==> src/rtl/uart_frame_packer_if.sv <==
// Sample push port and paced byte output of the UART frame packer.
`timescale 1ns/1ps
interface uart_frame_packer_if;
    logic [15:0] sample_data;
    logic        sample_valid;
    logic        sample_ready;
    logic [7:0]  tx_data;
    logic        tx_flag;
    logic        busy;
    logic        overflow;

    modport master (
        output sample_data, sample_valid,
        input  sample_ready, tx_data, tx_flag, busy, overflow
    );

    modport slave (
        input  sample_data, sample_valid,
        output sample_ready, tx_data, tx_flag, busy, overflow
    );
endinterface

==> src/rtl/uart_frame_packer.sv <==
// Buffers 16-bit samples and emits framed, byte-time-paced strobes to a UART transmitter.
// Optional trailing checksum byte: define UART_FRAME_CKSUM_EN.
`timescale 1ns/1ps
module uart_frame_packer #(
    parameter int          UART_BPS          = 9600,
    parameter int          CLK_FREQ          = 50_000_000,
    parameter int          SAMPLES_PER_FRAME = 4,
    parameter int          FIFO_DEPTH        = 16,
    parameter logic [7:0]  HDR0              = 8'hAA,
    parameter logic [7:0]  HDR1              = 8'h55
) (
    input  logic              sys_clk,
    input  logic              sys_rst_n,
    uart_frame_packer_if.slave bus
);
    localparam int BAUD_CNT = CLK_FREQ / UART_BPS;
    localparam int BYTE_GAP = 11 * BAUD_CNT;
    localparam int GAP_W    = $clog2(BYTE_GAP);
    localparam int PTR_W    = $clog2(FIFO_DEPTH);
    localparam int CNT_W    = PTR_W + 1;
`ifdef UART_FRAME_CKSUM_EN
    localparam int LAST_SEL = 2 * SAMPLES_PER_FRAME + 2;
`else
    localparam int LAST_SEL = 2 * SAMPLES_PER_FRAME + 1;
`endif
    localparam int SEL_W    = $clog2(LAST_SEL + 1);

    typedef enum logic [1:0] {ST_IDLE, ST_EMIT, ST_GAP} state_t;

    // Sample FIFO
    logic [15:0]      mem [FIFO_DEPTH];
    logic [PTR_W-1:0] wr_ptr_reg, rd_ptr_reg;
    logic [CNT_W-1:0] count_reg, count_next;
    logic             push_ok, pop;
    logic [15:0]      head;

    // Framing state
    state_t           state_reg, state_next;
    logic [SEL_W-1:0] sel_reg, sel_next;
    logic [GAP_W-1:0] gap_reg, gap_next;
    logic [7:0]       tx_data_reg, tx_data_next;
    logic             tx_flag_reg, tx_flag_next;
    logic             busy_reg, busy_next;
    logic             overflow_reg;
    logic [7:0]       byte_sel;
    logic             is_payload;
`ifdef UART_FRAME_CKSUM_EN
    logic [7:0]       cksum_reg, cksum_next;
`endif

    assign head             = mem[rd_ptr_reg];
    assign bus.sample_ready = (count_reg != CNT_W'(FIFO_DEPTH));
    assign push_ok          = bus.sample_valid && bus.sample_ready;

`ifdef UART_FRAME_CKSUM_EN
    assign is_payload = (sel_reg >= SEL_W'(2)) && (sel_reg != SEL_W'(LAST_SEL));
`else
    assign is_payload = (sel_reg >= SEL_W'(2));
`endif

    // Payload starts at index 2, so even indices are MSB bytes and odd indices LSB bytes.
    assign pop = (state_reg == ST_EMIT) && is_payload && sel_reg[0];

    always_comb begin
        count_next = count_reg;
        case ({push_ok, pop})
            2'b10:   count_next = count_reg + CNT_W'(1);
            2'b01:   count_next = count_reg - CNT_W'(1);
            default: count_next = count_reg;
        endcase
    end

    always_ff @(posedge sys_clk) begin
        if (push_ok)
            mem[wr_ptr_reg] <= bus.sample_data;
    end

    always_comb begin
        byte_sel = sel_reg[0] ? head[7:0] : head[15:8];
        if (sel_reg == SEL_W'(0))
            byte_sel = HDR0;
        else if (sel_reg == SEL_W'(1))
            byte_sel = HDR1;
`ifdef UART_FRAME_CKSUM_EN
        else if (sel_reg == SEL_W'(LAST_SEL))
            byte_sel = cksum_reg;
`endif
    end

    always_comb begin
        state_next   = state_reg;
        sel_next     = sel_reg;
        gap_next     = gap_reg;
        tx_data_next = tx_data_reg;
        tx_flag_next = 1'b0;
        busy_next    = busy_reg;
`ifdef UART_FRAME_CKSUM_EN
        cksum_next   = cksum_reg;
`endif
        case (state_reg)
            ST_IDLE: begin
                // Wait for a whole frame of samples so a frame never stalls mid-way.
                if (count_reg >= CNT_W'(SAMPLES_PER_FRAME)) begin
                    state_next = ST_EMIT;
                    sel_next   = '0;
                    busy_next  = 1'b1;
`ifdef UART_FRAME_CKSUM_EN
                    cksum_next = '0;
`endif
                end
            end
            ST_EMIT: begin
                tx_flag_next = 1'b1;
                tx_data_next = byte_sel;
                gap_next     = GAP_W'(BYTE_GAP - 1);
                state_next   = ST_GAP;
`ifdef UART_FRAME_CKSUM_EN
                if (is_payload)
                    cksum_next = cksum_reg + byte_sel;
`endif
            end
            ST_GAP: begin
                // The EMIT cycle is the first clock of the byte time, so leave on the
                // decrement that reaches zero to keep strobes exactly BYTE_GAP apart.
                gap_next = gap_reg - GAP_W'(1);
                if (gap_reg == GAP_W'(1)) begin
                    if (sel_reg == SEL_W'(LAST_SEL)) begin
                        state_next = ST_IDLE;
                        busy_next  = 1'b0;
                    end else begin
                        sel_next   = sel_reg + SEL_W'(1);
                        state_next = ST_EMIT;
                    end
                end
            end
            default: state_next = ST_IDLE;
        endcase
    end

    always_ff @(posedge sys_clk or negedge sys_rst_n) begin
        if (!sys_rst_n) begin
            wr_ptr_reg   <= '0;
            rd_ptr_reg   <= '0;
            count_reg    <= '0;
            state_reg    <= ST_IDLE;
            sel_reg      <= '0;
            gap_reg      <= '0;
            tx_data_reg  <= '0;
            tx_flag_reg  <= 1'b0;
            busy_reg     <= 1'b0;
            overflow_reg <= 1'b0;
`ifdef UART_FRAME_CKSUM_EN
            cksum_reg    <= '0;
`endif
        end else begin
            if (push_ok)
                wr_ptr_reg <= wr_ptr_reg + PTR_W'(1);
            if (pop)
                rd_ptr_reg <= rd_ptr_reg + PTR_W'(1);
            count_reg    <= count_next;
            state_reg    <= state_next;
            sel_reg      <= sel_next;
            gap_reg      <= gap_next;
            tx_data_reg  <= tx_data_next;
            tx_flag_reg  <= tx_flag_next;
            busy_reg     <= busy_next;
            overflow_reg <= bus.sample_valid && !bus.sample_ready;
`ifdef UART_FRAME_CKSUM_EN
            cksum_reg    <= cksum_next;
`endif
        end
    end

    assign bus.tx_data  = tx_data_reg;
    assign bus.tx_flag  = tx_flag_reg;
    assign bus.busy     = busy_reg;
    assign bus.overflow = overflow_reg;
endmodule
==> src/flat_wrapper.sv <==
// flat-port wrapper written by rule: the top's interface ports become plain ports
module uart_frame_packer_flat 
#(
    parameter int          UART_BPS          = 9600,
    parameter int          CLK_FREQ          = 50_000_000,
    parameter int          SAMPLES_PER_FRAME = 4,
    parameter int          FIFO_DEPTH        = 16,
    parameter logic [7:0]  HDR0              = 8'hAA,
    parameter logic [7:0]  HDR1              = 8'h55
)
  (sys_clk, sys_rst_n, bus_sample_data, bus_sample_valid, bus_sample_ready, bus_tx_data, bus_tx_flag, bus_busy, bus_overflow);
  uart_frame_packer_if bus_i ();
  input  logic sys_clk;
  input  logic sys_rst_n;
  input wire logic [$bits(bus_i.sample_data)-1:0] bus_sample_data;
  input wire logic [$bits(bus_i.sample_valid)-1:0] bus_sample_valid;
  output wire logic [$bits(bus_i.sample_ready)-1:0] bus_sample_ready;
  output wire logic [$bits(bus_i.tx_data)-1:0] bus_tx_data;
  output wire logic [$bits(bus_i.tx_flag)-1:0] bus_tx_flag;
  output wire logic [$bits(bus_i.busy)-1:0] bus_busy;
  output wire logic [$bits(bus_i.overflow)-1:0] bus_overflow;
  assign bus_i.sample_data = bus_sample_data;
  assign bus_i.sample_valid = bus_sample_valid;
  assign bus_sample_ready = bus_i.sample_ready;
  assign bus_tx_data = bus_i.tx_data;
  assign bus_tx_flag = bus_i.tx_flag;
  assign bus_busy = bus_i.busy;
  assign bus_overflow = bus_i.overflow;
  uart_frame_packer #(.UART_BPS(UART_BPS), .CLK_FREQ(CLK_FREQ), .SAMPLES_PER_FRAME(SAMPLES_PER_FRAME), .FIFO_DEPTH(FIFO_DEPTH), .HDR0(HDR0), .HDR1(HDR1)) u_core (.sys_clk(sys_clk), .sys_rst_n(sys_rst_n), .bus(bus_i));
endmodule
==> config.mk <==
export PLATFORM = sky130hd
export DESIGN_NAME = uart_frame_packer_flat
export DESIGN_NICKNAME = d
export VERILOG_FILES = /design/src/rtl/uart_frame_packer_if.sv /design/src/rtl/uart_frame_packer.sv /design/src/flat_wrapper.sv
export SDC_FILE = /design/constraint.sdc
export NUM_CORES = 1
export LEC_CHECK = 0
export CORE_UTILIZATION = 50
export DETAILED_ROUTE_END_ITERATION = 7
export DONT_BUFFER_PORTS = 1
export PLACE_DENSITY = 0.68
export SKIP_CTS_REPAIR_TIMING = 1
export SYNTH_ARGS = -nofsm -noshare
export SYNTH_HDL_FRONTEND = slang
export SYNTH_SLANG_ARGS = --single-unit
==> constraint.sdc <==
create_clock -name sys_clk -period 2.48 [get_ports sys_clk]
set_input_delay 0.372 -clock sys_clk [delete_from_list [all_inputs] [get_ports sys_clk]]
set_output_delay 0.372 -clock sys_clk [all_outputs]
set_load 0.1 [all_outputs]
==> results.json, run 1 <==
{
  "status": "finished clean",
  "synth_seq_cells": 302,
  "synth_top_area_share_pct": 62.2,
  "io_pins": 31,
  "slew_headroom_pct": 37.4,
  "num_vias": 6777,
  "path_max_fanout": 3,
  "grt-ovfl-total": 0,
  "finalCritPeriodShare_pct": 99.2,
  "root_buffer": "clkbuf_16",
  "p_total_mw": 12.5,
  "gp_congestion": 0.842,
  "final_cell_area_mm2": 0.0144,
  "synth_top_area_cell": "edfxtp_1",
  "die_w_um": 159,
  "synth_edf_count": 256,
  "drt-wirelength-per-cell_um": 23.6,
  "grt_max_degree": 47,
  "grt_use_met2_pct": 36.4,
  "powerDensity_mw_per_mm2": 868,
  "crit_type": "reg2reg",
  "area_delta_synth_final_pct": 16.6,
  "use_met1_pct": 28.7,
  "synth.yosys.warnings": 0,
  "largest_reg_flops": 256,
  "synthesis.nets": 756,
  "grt_pass1_vias": 6968,
  "hp-class": "in2reg",
  "start_util_pct": 51.0,
  "nets": 839,
  "crit_chain": "nor4_4, nand2_4, and2_4, inv_2, ha_4, inv_4, fa_2, nor2b_1, o21ai_1, and3_1, nor3_2, xor2_1",
  "antenna_found_initial": 0,
  "ant_nets": 0,
  "fmax_mhz": 406,
  "drv_slew": 0,
  "dp_hpwl_mm": 16.8,
  "rsz0062_at_grt": "yes",
  "synth_area_leaders": "edfxtp_1 (62%), dfrtp_1 (9.3%), mux4_2 (7.3%)",
  "netlist-cell-type-count": 54,
  "drc": 0,
  "start_kind": "flip-flop",
  "path_clk_slew_ns": 0.06,
  "fin_skew_ns": 0.0107,
  "dr.pass1.iters": 5,
  "synth_seq_area_share_pct": 71.5,
  "placed_cells": 1068,
  "antenna_cells": 0,
  "synthArstFlopShare_pct": 15.2,
  "drt_wl_total_mm": 27.0,
  "instances_no_fill": 1144,
  "endpoint_kind": "flip-flop",
  "critPathArrivalTime_ns": 2.92,
  "synth_area_mm2": 0.0124,
  "core_mm2": 0.0242,
  "cts_sinks": 302,
  "placed_area_mm2": 0.0132,
  "htreeDepth": 1,
  "fin_tns_setup_ns": 0,
  "max_stage_delay_ns": 0.44,
  "grt_pass1_wl_mm": 40.9,
  "synthFlopType": "edfxtp_1",
  "die_area_mm2": 0.0254,
  "crit_family": "simple AND/OR/NAND/NOR gates",
  "finalCriticalPeriod_ns": 2.46,
  "slowest_stage": "dfrtp_2",
  "crit_buf_inv": 2,
  "port_buffers": 0,
  "hold_viol": 0,
  "grt_use_total_pct": 21.4,
  "ir_drop_mv": 0.618,
  "avgSynthCellArea_um2": 17.3,
  "post_drt_via_cell_ratio": 5.92,
  "cts-buffers-inserted": 30,
  "grt_util_met3_pct": 3.02,
  "cp.required_ns": 2.94,
  "synth_cells": 716,
  "most-common-layout-cells": "edfxtp_1 (256), mux2i_1 (66), buf_4 (57), dfrtp_1 (43), mux4_2 (40)",
  "clockBufferDepth": 3,
  "drive_gt1_share_pct": 21.2,
  "die_y_um": 159,
  "drv_cap": 0,
  "setup_viol": 0,
  "layout_commonest_cell": "edfxtp_1",
  "std_cell_rows": 57,
  "grt-busiest-layer": "met2",
  "first_iter_violations": 745,
  "clkLatencyLatePin_ns": 0.56,
  "p_leak_nw": 4.76,
  "max_slew.worst_pin.slew_ns": 0.939,
  "cts_tree": "done"
}
-- metal layers --
metal | wire, µm | up-vias
met5 | 0 | -
met4 | 821 | 0
met3 | 1330 | 49
met2 | 13600 | 210
met1 | 11300 | 3528
li1 | - | 2990
-- layout make-up --
cell class | instances | area, µm²
sequential | 302 | 8840
clock inverter | 14 | 176
timing repair buffer | 82 | 751
multi-input combinational | 367 | 3370
tap | 324 | 405
fill | 1815 | 9830
inverter | 16 | 62.6
clock buffer | 39 | 805
-- final timing paths --
check | slack (ns) | endpoint | cells past startpoint | start
max reg2reg | 0.02 | u_core.count_reg[4]$_DFFE_PN0P_ | 12 | u_core.count_reg[1]$_DFFE_PN0P_
max in group asynchronous | 1.90 | u_core.rd_ptr_reg[0]$_DFFE_PN0P_ | 2 | sys_rst_n
min | 0.22 | u_core.wr_ptr_reg[0]$_DFFE_PN0P_ | 3 | bus_sample_valid
max | 0.02 | u_core.count_reg[4]$_DFFE_PN0P_ | 12 | u_core.count_reg[1]$_DFFE_PN0P_
min reg2reg | 0.53 | u_core.gap_reg[15]$_DFFE_PN0P_ | 2 | u_core.gap_reg[15]$_DFFE_PN0P_
min in group asynchronous | 0.34 | u_core.bus.tx_data[0]$_DFFE_PN0N_ | 2 | sys_rst_n
-- report_power, final --
part | internal [mW] | switching [mW] | leakage (nW) | total, mW
combinational | 0.557 | 1.10 | 1.43 | 1.66
sequential | 6.05 | 0.296 | 2.84 | 6.35
clock | 2.68 | 1.82 | 0.482 | 4.51
-- cells by family after synthesis --
family	Yosys count	synth area share (%)
flip-flops	302	71.5
AND/OR/NAND/NOR	129	5.20
multiplexers	109	12.9
AO/OA/AOI/OAI	89	5.03
buffers and inverters	47	1.82
adder cells (fa/ha/maj)	21	2.19
XOR/XNOR	19	1.35
-- cell usage after synthesis, types with 4 or more instances --
library cell  count
a2111oi_0         6
a21oi_1          15
a22o_1            5
a22oi_1          27
a31oi_1           6
buf_1             4
buf_2             9
buf_4             4
clkbuf_1         11
dfrtp_1          46
edfxtp_1        256
ha_1             20
inv_1            16
mux2i_1          66
mux4_2           40
nand2_1          34
nand3_1           9
nor2_1           34
nor2b_1           8
nor3_1           16
o21ai_0          12
o31ai_1           4
xnor2_1          14
xor2_1            5
-- metrics by stage --
step / hold slack, ns / setup slack, ns / utilization (%)
2_1_floorplan: 0.0764 / -0.247 / -
5_1_grt: 0.237 / -0.0721 / 59.4
3_3_place_gp: 0.0774 / 0.0437 / 54.3
4_1_cts: -0.512 / -0.160 / 58.4
6_report: 0.224 / 0.0191 / 59.4
3_5_place_dp: 0.0775 / -0.134 / 54.3
-- worst reg2reg max path, stage by stage, from the launching register on --
cell and delay (ns):
dfrtp_2 0.44, nor4_4 0.34, nand2_4 0.07, and2_4 0.15, inv_2 0.06, ha_4 0.15
inv_4 0.04, fa_2 0.33, nor2b_1 0.11, o21ai_1 0.11, and3_1 0.17, nor3_2 0.19
xor2_1 0.21
Note: power is estimated with default switching activity, not from simulation.
==> run 2: changes to the inputs <==
--- a/config.mk
+++ b/config.mk
@@ -8,7 +8,6 @@
 export CORE_UTILIZATION = 50
 export DETAILED_ROUTE_END_ITERATION = 7
 export DONT_BUFFER_PORTS = 1
-export PLACE_DENSITY = 0.68
 export SKIP_CTS_REPAIR_TIMING = 1
 export SYNTH_ARGS = -nofsm -noshare
 export SYNTH_HDL_FRONTEND = slang
==> constraint.sdc (replaced) <==
create_clock -name sys_clk -period 2.9 [get_ports sys_clk]
set_input_delay 0.435 -clock sys_clk [delete_from_list [all_inputs] [get_ports sys_clk]]
set_output_delay 0.435 -clock sys_clk [all_outputs]
set_load 0.1 [all_outputs]
==> run 2 against run 1 <==
Against the previous run: critical path type unchanged; combinational power fell by 30%; sequential share of layout area rose by 1.4 points; total power fell by 15%; flip-flop and latch count did not move; via count fell by 3.3%; worst setup slack improved by 0.22 ns; clock-buffer cell count rose by 6; fmax fell by 7.5%; first-iteration DRC count fell by 13%; register-to-register slack improved by 0.22 ns; global-route usage rose by 0.41 points; die area did not move.
==> results.json, run 2 (synthesis gave the netlist of run 1 again) <==
{
  "met1_length_mm": 11.7,
  "dr.pass1.iters": 5,
  "antenna_cells": 0,
  "port_buffers": 0,
  "slowest_stage": "fa_1",
  "setup_viol": 0,
  "die_y_um": 159,
  "worstHoldStart": "bus_sample_data[5]",
  "combinationalPowerShare_pct": 11.0,
  "drv_cap": 0,
  "path_clk_slew_ns": 0.06,
  "drt_wl_total_mm": 26.8,
  "p_clk_share_pct": 37.6,
  "die_area_mm2": 0.0254,
  "num_vias": 6552,
  "rr_startpoint": "u_core.count_reg[1]$_DFFE_PN0P_",
  "finalCriticalPeriod_ns": 2.66,
  "fillers": 1856,
  "grt_max_degree": 47,
  "cp.required_ns": 3.31,
  "die_w_um": 159,
  "clkLatencyLatePin_ns": 0.50,
  "start_util_pct": 51.0,
  "max_slew.worst_pin.slew_ns": 0.963,
  "std_cell_rows": 57,
  "cts-buffers-inserted": 34,
  "antenna_found_initial": 0,
  "dp_hpwl_mm": 17.1,
  "grt_pass1_vias": 6731,
  "crit_buf_inv": 2,
  "p_sw_share_pct": 25.5,
  "cts_sinks": 302,
  "path_max_fanout": 4,
  "endpoint_kind": "flip-flop",
  "max_stage_delay_ns": 0.46,
  "p_leak_nw": 4.59,
  "drc": 0,
  "instances_no_fill": 1113,
  "crit_start": "u_core.count_reg[1]$_DFFE_PN0P_",
  "largest_reg_flops": 256,
  "ant_nets": 0,
  "crit_type": "reg2reg",
  "drt-wirelength-per-cell_um": 24.0,
  "clockBufferDepth": 3,
  "grt-ovfl-total": 0,
  "hp-class": "in2reg",
  "routed-wl-met3_mm": 1.25,
  "layout_commonest_cell": "edfxtp_1",
  "drv_slew": 0,
  "final_cell_area_mm2": 0.0141,
  "fmax_mhz": 376,
  "fin_tns_setup_ns": 0,
  "start_kind": "flip-flop",
  "root_buffer": "clkbuf_16",
  "p_sw_mw": 2.71,
  "r2r_slack_ns": 0.24,
  "wl_met2_mm": 13.4,
  "placed_cells": 1051,
  "p_seq_share_pct": 51.4,
  "slew_headroom_pct": 35.8,
  "htreeDepth": 2,
  "hold_viol": 0,
  "most-common-layout-cells": "edfxtp_1 (256), mux2i_1 (66), dfrtp_1 (44), mux4_2 (40), buf_4 (40)",
  "ir_drop_mv": 0.397,
  "area_delta_synth_final_pct": 13.9,
  "finalCritPeriodShare_pct": 91.7,
  "rsz0062_at_grt": "no",
  "gp_congestion": 0.826,
  "nets": 805,
  "maxUsedRoutingLayer": "met4",
  "grt_pass1_wl_mm": 41.0,
  "crit_family": "simple AND/OR/NAND/NOR gates",
  "drive_gt1_share_pct": 19.0,
  "fin_skew_ns": 0.0134,
  "post_drt_via_cell_ratio": 5.89,
  "powerDensity_mw_per_mm2": 757,
  "crit_top_cell": "inv_1",
  "crit_chain": "nor4_4, nand2_4, and2_1, inv_1, ha_2, inv_1, fa_1, nor2b_1, o21ai_0, and3_1, nor3_2, xor2_1",
  "cts_tree": "done",
  "status": "finished clean",
  "critPathArrivalTime_ns": 3.07,
  "p_int_mw": 7.95,
  "grt_use_total_pct": 21.8,
  "io_pins": 31,
  "first_iter_violations": 648,
  "placed_area_mm2": 0.0130,
  "post-route-util_pct": 58.1,
  "core_mm2": 0.0242
}
==> run 2: power by group through the flow <==
stage          sequential (mW)  clock (mW)  combinational [mW]
6_report                  5.48        4.01                1.17
3_5_place_dp              5.57           0                1.16
2_1_floorplan             5.48           0               0.774
5_1_grt                   5.52        4.24                1.28
3_3_place_gp              5.54           0                1.13
4_1_cts                   5.48        4.07                1.16
==> run 2: final timing paths <==
path / endpoint / cells after the start
min reg2reg: u_core.gap_reg[15]$_DFFE_PN0P_ / 2
max: u_core.count_reg[4]$_DFFE_PN0P_ / 12
min: u_core.mem[15][5]$_DFFE_PP_ / 0
min in group asynchronous: u_core.wr_ptr_reg[1]$_DFFE_PN0P_ / 2
max reg2reg: u_core.count_reg[4]$_DFFE_PN0P_ / 12
max in group asynchronous: u_core.rd_ptr_reg[0]$_DFFE_PN0P_ / 2
==> run 2: area by class of cell <==
| cell class | count | area (µm²) | share of cell area (%) |
|---|---|---|---|
| clock inverters | 15 | 125 | 0.888 |
| multi-input cells | 367 | 3360 | 23.8 |
| flip-flops and latches | 302 | 8840 | 62.8 |
| repair buffers | 44 | 378 | 2.68 |
| well taps | 324 | 405 | 2.88 |
| inverters | 16 | 60.1 | 0.426 |
| clock buffers | 45 | 913 | 6.49 |
==> run 2: layer usage <==
layer | vias to the layer above | global-route usage [%]
met5 | - | 0
met4 | 0 | 5.90
met3 | 37 | 3.75
met2 | 172 | 36.7
met1 | 3422 | 29.7
li1 | 2921 | -
==> run 2: stage by stage <==
step / hold WS [ns] / power (mW) / setup slack (ns)
after floorplan: 0.139 / 6.25 / 0.0145
after global placement: 0.141 / 6.67 / 0.350
after global routing: 0.00281 / 11.0 / 0.00399
after CTS: -0.387 / 10.7 / 0.207
final: 0.0260 / 10.7 / 0.239
after detailed placement: 0.141 / 6.72 / 0.235
==> run 3: changes to the inputs <==
--- a/config.mk
+++ b/config.mk
@@ -5,10 +5,12 @@
 export SDC_FILE = /design/constraint.sdc
 export NUM_CORES = 1
 export LEC_CHECK = 0
+export CAP_MARGIN = 20
 export CORE_UTILIZATION = 50
 export DETAILED_ROUTE_END_ITERATION = 7
 export DONT_BUFFER_PORTS = 1
 export SKIP_CTS_REPAIR_TIMING = 1
+export SKIP_LAST_GASP = 1
 export SYNTH_ARGS = -nofsm -noshare
 export SYNTH_HDL_FRONTEND = slang
 export SYNTH_SLANG_ARGS = --single-unit
==> results of run 3 <==
No change in the layout: final DEF, timing and power equal those of run 2.
